--- config.mk ---
export PLATFORM = sky130hd
export DESIGN_NAME = seq_demux_4b_1to8
export DESIGN_NICKNAME = d
export VERILOG_FILES = /design/src/rtl/seq_demux_4b_1to8.sv
export SDC_FILE = /design/constraint.sdc
export NUM_CORES = 1
export LEC_CHECK = 0
export ABC_AREA = 1
export CORE_MARGIN = 2
export CORE_UTILIZATION = 39
export CTS_CLUSTER_SIZE = 12
export DETAILED_ROUTE_END_ITERATION = 10
export HOLD_SLACK_MARGIN = 0.12
export SETUP_SLACK_MARGIN = 0.5
export SLEW_MARGIN = 20
export SYNTH_ARGS = -nofsm -noshare
export SYNTH_HDL_FRONTEND = slang
export SYNTH_SLANG_ARGS = --single-unit
--- constraint.sdc ---
create_clock -name clk -period 2.7 [get_ports clk]
set_input_delay 0.54 -clock clk [delete_from_list [all_inputs] [get_ports clk]]
set_output_delay 0.54 -clock clk [all_outputs]
set_load 0.02 [all_outputs]
--- src/rtl/seq_demux_4b_1to8.sv ---
// 1-to-8 demultiplexer for 4-bit words, valid/ready on every port, 2-entry FIFO per channel.
// Define SEQ_DEMUX_BYPASS_EN for a zero-latency path into an empty channel whose consumer is ready.
module seq_demux_4b_1to8 (
  input  logic       clk,
  input  logic       reset,
  input  logic       in_val,
  output logic       in_rdy,
  input  logic [3:0] in_data,
  input  logic [2:0] in_sel,
  output logic [7:0] out_val,
  input  logic [7:0] out_rdy,
  output logic [3:0] out0,
  output logic [3:0] out1,
  output logic [3:0] out2,
  output logic [3:0] out3,
  output logic [3:0] out4,
  output logic [3:0] out5,
  output logic [3:0] out6,
  output logic [3:0] out7
);

  logic [1:0] cnt_q  [8];
  logic [1:0] cnt_d  [8];
  logic [3:0] head_q [8];
  logic [3:0] head_d [8];
  logic [3:0] tail_q [8];
  logic [3:0] tail_d [8];
  logic [7:0] enq;
  logic [7:0] deq;
  logic [7:0] bypass;
  logic [3:0] outWord [8];

  // Ready depends only on the addressed channel's occupancy, never on in_val or out_rdy.
  always_comb begin
    in_rdy = (cnt_q[in_sel] != 2'd2);
  end

  always_comb begin
    for (int i = 0; i < 8; i++) begin
`ifdef SEQ_DEMUX_BYPASS_EN
      bypass[i] = in_val && (in_sel == 3'(i)) && (cnt_q[i] == 2'd0) && out_rdy[i];
`else
      bypass[i] = 1'b0;
`endif
      enq[i]     = in_val && in_rdy && (in_sel == 3'(i)) && !bypass[i];
      deq[i]     = (cnt_q[i] != 2'd0) && out_rdy[i];
      out_val[i] = (cnt_q[i] != 2'd0) || bypass[i];
      outWord[i] = bypass[i] ? in_data : ((cnt_q[i] != 2'd0) ? head_q[i] : 4'h0);

      cnt_d[i]  = cnt_q[i];
      head_d[i] = head_q[i];
      tail_d[i] = tail_q[i];
      // The head slot always holds the oldest word; a dequeue shifts the tail forward.
      case ({enq[i], deq[i]})
        2'b10: begin
          if (cnt_q[i] == 2'd0) head_d[i] = in_data;
          else                  tail_d[i] = in_data;
          cnt_d[i] = cnt_q[i] + 2'd1;
        end
        2'b01: begin
          head_d[i] = tail_q[i];
          cnt_d[i]  = cnt_q[i] - 2'd1;
        end
        2'b11: begin
          if (cnt_q[i] == 2'd1) begin
            head_d[i] = in_data;
          end else begin
            head_d[i] = tail_q[i];
            tail_d[i] = in_data;
          end
        end
        default: ;
      endcase
    end
  end

  always_ff @(posedge clk) begin
    if (reset) begin
      for (int i = 0; i < 8; i++) cnt_q[i] <= 2'd0;
    end else begin
      for (int i = 0; i < 8; i++) cnt_q[i] <= cnt_d[i];
    end
  end

  // Storage needs no reset: outputs are masked whenever the count is zero.
  always_ff @(posedge clk) begin
    for (int i = 0; i < 8; i++) begin
      head_q[i] <= head_d[i];
      tail_q[i] <= tail_d[i];
    end
  end

  assign out0 = outWord[0];
  assign out1 = outWord[1];
  assign out2 = outWord[2];
  assign out3 = outWord[3];
  assign out4 = outWord[4];
  assign out5 = outWord[5];
  assign out6 = outWord[6];
  assign out7 = outWord[7];

endmodule
==> qor.txt, run 1 <==
Status: completed
Die W: 109.9 um
Drt first pass iters: 4
Initial antenna violation count: 0
Sequential fraction of the synthesis area: 51.29%
Clk_lat worst skew: 0.36 ns
# Max-Cap Violations: 0
GRT Overall Usage: 17.32%
CTS tree: built
Slew @ Worst Pin: 0.6776 ns
Clk_skew: 0.006191 ns
First-pass GRT wire length: 15.58 mm
Via count of the first global-routing pass: 3291
Fmax: 0.4735 GHz
FP Rows: 38
Leakage: 2.684 nW
Via count: 3447
Iter 0 DRT Violations: 118
Total wire length: 9.714 mm
H-Tree Level Count: 3
Netlist Area Pre-Place: 4372 sq um
Placed Cells: 705
GP Congestion: 0.8842
Final Max Slew Viols: 0
Core Box Area: 10890 sq um
Sink Count: 80
Total CTS buffers: 9
Final Hold Viols: 0
Seq cells post-synth: 80
Clk pin slew, worst setup/hold paths: 0.08 ns
Final Non-Filler Cells: 730
Diodes inserted: 0
Initial Utilization: 40.15%
Gr ovfl total: 0
Distinct cells, synth: 20
WS Path Type: flip-flop to primary output
Pin count of the biggest net entering global routing: 17
Vias per cell: 4.722
Placed wire-length estimate: 7.083 mm
Startpoint types: flip-flop
Worst-path fanout max: 7
Final worst path period share: 78.22%
Synthesis-to-finish area growth: 30.54%
Chip height: 109.9 um
Layout cells sized above 1: 18.64%
Worst path required time: 2.16 ns
Slew headroom: 54.68%
Overall power: 0.004990 W
Peak supply drop: 0.0003963 V
I/O Buffers: 58
HP Class: flip-flop to flip-flop
Min Hold Slack: 0.5395 ns
Root Driver: clkbuf_8
DRC violations left: 0
Post-CTS Hold Buffers: 0
Final critical-path required period: 2.112 ns
Die footprint: 12070 sq um
# fillers: 1012
Power Density: 874.4 nW/um^2
RSZ-0062 raised after global routing: false
Post-route ant nets: 0
Syn_area_per_cell: 9.204 sq um
Clock buffer depth: 2
Type of destination of the critical path: primary output
Final setup fails: 0
Synthesized Nets: 533
Drt wl/cell: 13.31 um
Nets: 643
Worst EP arrival: 1.57 ns
Io pins: 59
Yosys warnings: 0
Post-Synthesis Cells: 475
cells in the mapped netlist, drive strengths merged:
cell type,n,area (sq um)
nand2,82,312.8
o211a,2,20.02
a21oi,31,155.2
inv,101,379.1
o22ai,32,200.2
nor2,54,227.7
edfxtp,64,1922
buf,1,11.26
ha,40,500.5
nand4,4,25.02
dfxtp,16,320.3
clkbuf,2,7.510
xor2,16,140.1
o21ai,20,100.1
nand3,10,50.05
worst max-delay path, stage by stage, from the launching register on:
cell	delay, ns
dfxtp_1	0.42
inv_1	0.07
ha_1	0.29
nor2_1	0.13
clkdlybuf4s15_1	0.31
timing repair:
action | in CTS | in global routing
gates cloned | 0 | 1
resized for setup | 64 | 56
pin swaps | 2 | 12
setup buffers | 2 | 6
setup endpoints to repair | 136 | 103
per-layer routing:
| metal | GRT usage [%] | vias up | routed length, um | share of wire (%) |
|---|---|---|---|---|
| met2 | 30.32 | 82 | 4890 | 50 |
| met5 | 0 | - | 0 | 0 |
| met3 | 3.438 | 13 | 500 | 5.1 |
| li1 | - | 1771 | - | - |
| met4 | 5.787 | 0 | 180 | 1.9 |
| met1 | 21.21 | 1581 | 4143 | 43 |
layout by cell type, fill, tap and decap left out, types with 6 or more instances in the layout:
cell / instances
nor2_1: 50
clkdlybuf4s50_1: 13
xor2_1: 16
clkbuf_2: 6
ha_1: 31
inv_1: 94
buf_4: 43
clkbuf_8: 9
o21ai_0: 13
o22ai_1: 32
nand2_1: 77
a21oi_1: 18
o21ai_1: 7
dfxtp_1: 12
dlygate4sd2_1: 30
a21oi_2: 13
inv_2: 6
edfxtp_1: 64
nand3_1: 9
path summary, 6_finish.rpt:
kind	depth (start not counted)	end	slack (ns)	startpoint
hold reg to reg	2	cnt_q[2][0]	0.54	cnt_q[2][0]
hold / removal	2	cnt_q[2][0]	0.54	cnt_q[2][0]
setup reg to reg	10	tail_q[1][1]	0.64	cnt_q[4][1]
setup / recovery	4	out5[2]	0.59	cnt_q[5][0]
power by group:
group	total (W)	switching [W]	internal, W	leakage (nW)
combinational	0.00238	0.00148	0.000904	1.88
clock	0.000850	0.000424	0.000426	0.0872
sequential	0.00176	0.000120	0.00164	0.720
total	0.00499	0.00202	0.00297	2.68
stage by stage:
step	area [sq um]	setup WS [ns]	util (%)	setup TNS, ns
6_report	5707	0.5881	52.41	0
4_1_cts	5580	0.3836	51.25	0
5_1_grt	5707	0.4720	52.41	0
3_5_place_dp	5375	-0.2293	49.37	-11.55
2_1_floorplan	4375	0.5132	-	0
3_3_place_gp	5375	-0.1855	49.37	-8.920
flip-flops by register name (all words and copies together) (netlist names):
signal	cells
cnt_q	16
tail_q	32
head_q	32
cell families (layout without fill, tap and decap cells):
logic type / Yosys count / in the layout / synth area share [%]
buffers and inverters: 104 / 219 / 9.101
AO/OA/AOI/OAI: 85 / 85 / 10.88
XOR/XNOR: 16 / 16 / 3.205
flip-flops: 80 / 80 / 51.29
adder cells (fa/ha/maj): 40 / 40 / 11.45
AND/OR/NAND/NOR: 150 / 150 / 14.08
final cells by class:
type	count	area (sq um)	area share, %
Clock buffer	11	131.4	2.302
Clock inverter	5	57.56	1.009
Inverter	101	381.6	6.687
Multi-Input combinational cell	291	1868	32.73
Sequential cell	80	2247	39.38
Tap cell	140	175.2	3.070
Timing Repair Buffer	102	845.8	14.82
Note: power is estimated with default switching activity, not from simulation.
==> inputs of run 2 (changes only) <==
clock period = 2.1 ns   (was 2.7 ns; I/O delays follow)
==> run 2 against run 1 <==
- worst hold slack improved by 0.015 ns
- core utilization rose by 13 points
- die area did not move
- largest cell class is now multi-input gates
- count of clock-buffer cells in the layout rose by 1
- via count rose by 11%
- sequential share of layout area fell by 7.5 points
- global-route usage rose by 1.8 points
- highest routed layer unchanged
==> qor.txt, run 2 (synthesis results as in run 1) <==
Status: completed
Synthesis-to-finish area growth: 63.19%
H-Tree Level Count: 3
Initial antenna violation count: 0
Gr ovfl total: 0
Most common cell after layout, fill and taps aside: buf_4
Reg2Reg Capture Point: head_q[1][7]
Drt first pass iters: 4
Slew @ Worst Pin: 0.5701 ns
FF-to-FF Start: cnt_q[1][0]
Final critical-path required period: 1.956 ns
Overall power: 0.008816 W
Metal3 WL: 533 um
Io pins: 59
Peak supply drop: 0.0006609 V
Diodes inserted: 0
R2R Setup Slk: 0.14 ns
Critical path launch point: cnt_q[1][0]
First-pass GRT wire length: 17.19 mm
Final instance area: 7134 sq um
HP Class: flip-flop to flip-flop
Via count: 3814
Power Density: 1236 nW/um^2
# Max-Cap Violations: 0
Worst Setup EP: head_q[1][7]
Slew headroom: 61.95%
Fin util: 65.53%
Worst Reg-to-Reg Cells: 12
WS Path Type: flip-flop to flip-flop
GP Congestion: 0.8524
Worst EP arrival: 2.04 ns
Layout cells sized above 1: 52.49%
Final Max Slew Viols: 0
Vias per cell: 4.877
Clk_skew: 0.009259 ns
Sink Count: 80
Initial Utilization: 40.15%
Total CTS buffers: 9
Pin count of the biggest net entering global routing: 17
Startpoint types: flip-flop
Post-CTS Hold Buffers: 0
Type of destination of the critical path: flip-flop
Die footprint: 12070 sq um
Area after DPL: 5630 sq um
Nets: 695
Iter 0 DRT Violations: 128
Max layer used: met4
Worst path required time: 2.19 ns
Post-route ant nets: 0
GRT Overall Usage: 19.13%
Placed wire-length estimate: 7.329 mm
Clk pin slew, worst setup/hold paths: 0.08 ns
Clock buffer depth: 2
Total wire length: 11.63 mm
Regs by FF count: head_q x32, tail_q x32, cnt_q x16
DRT met1 WL: 4.700 mm
# fillers: 819
Final worst path period share: 93.15%
Clk_lat worst skew: 0.36 ns
Root Driver: clkbuf_8
Metal2 WL: 6.135 mm
Worst-path fanout max: 6
I/O Buffers: 58
Final Hold Viols: 0
Drt wl/cell: 14.88 um
Commonest non-fill, non-tap cells in the layout: buf_4, inv_1, edfxtp_1
DRC violations left: 0
Final setup fails: 0
FP Rows: 38
RSZ-0062 raised after global routing: true
Die W: 109.9 um
Core Box Area: 10890 sq um
Leakage: 2.996 nW
Via count of the first global-routing pass: 3626
CTS tree: built
Fmax: 0.5112 GHz
Chip height: 109.9 um
==> run 2: changes by cell type in the layout (fill, tap and decap cells not counted), moves of 26 or more <==
| cell | change |
|---|---|
| inv_1 | -30 |
| nor2_1 | -31 |
| buf_4 | +36 |
| buf_6 | +54 |
| nor2_4 | +26 |
| dlygate4sd2_1 | -28 |
==> run 2: what timing repair did <==
action,in CTS,in global routing
setup buffers,29,26
pin swaps,35,41
endpoints found under the setup margin,153,153
resized for setup,355,125
==> run 2: report_power, final <==
part	internal [W]	total [W]	switching, W
combinational	0.00260	0.00542	0.00282
sequential	0.00213	0.00229	0.000156
clock	0.000547	0.00110	0.000557
total	0.00528	0.00882	0.00353
==> run 2: routing by layer <==
layer,up-vias,GRT usage (%)
li1,1885,-
met1,1813,22.11
met2,95,35.19
met3,21,3.379
met4,0,6.691
met5,-,0
==> run 2: layout make-up <==
type | instances | area (sq um) | area share (%)
Tap cell | 140 | 175.2 | 2.455
Timing Repair Buffer | 154 | 1438 | 20.15
Multi-Input combinational cell | 291 | 2660 | 37.29
Clock inverter | 4 | 47.55 | 0.6664
Clock buffer | 12 | 135.1 | 1.894
Inverter | 101 | 406.6 | 5.700
Sequential cell | 80 | 2272 | 31.85
==> run 2: worst max-delay path, stage by stage (launching register included) <==
cell and delay (ns):
dfxtp_2 0.37, nand3_2 0.10, nand2_2 0.07, nor2_2 0.05, nand3_4 0.08, nand2_4 0.06
nor2_4 0.21, buf_4 0.15, nand2_2 0.06, buf_6 0.13, ha_4 0.16, a21oi_4 0.15
o22ai_1 0.10
==> run 2: how the worst min path moves through the flow <==
stage	start	endpoint	slack (ns)	cells past startpoint
3_3_place_gp	cnt_q[2][0]	cnt_q[2][0]	0.53	2
5_1_grt	cnt_q[6][0]	cnt_q[6][0]	0.59	2
6_report	cnt_q[6][0]	cnt_q[6][0]	0.55	2
4_1_cts	cnt_q[6][0]	cnt_q[6][0]	0.54	2
3_5_place_dp	cnt_q[2][0]	cnt_q[2][0]	0.54	2
2_1_floorplan	cnt_q[2][0]	cnt_q[2][0]	0.50	2
==> run 2: through the flow <==
stage / std cells / setup WS, ns / hold slack (ns) / setup TNS (ns)
final: 782 / 0.1438 / 0.5541 / 0
after global routing: 782 / 0.06656 / 0.5900 / 0
after CTS: 756 / 0.2154 / 0.5441 / 0
after detailed placement: 711 / -0.7370 / 0.5433 / -60.71
after global placement: 711 / -0.6509 / 0.5294 / -53.44
after floorplan: 475 / 0.1089 / 0.5044 / 0
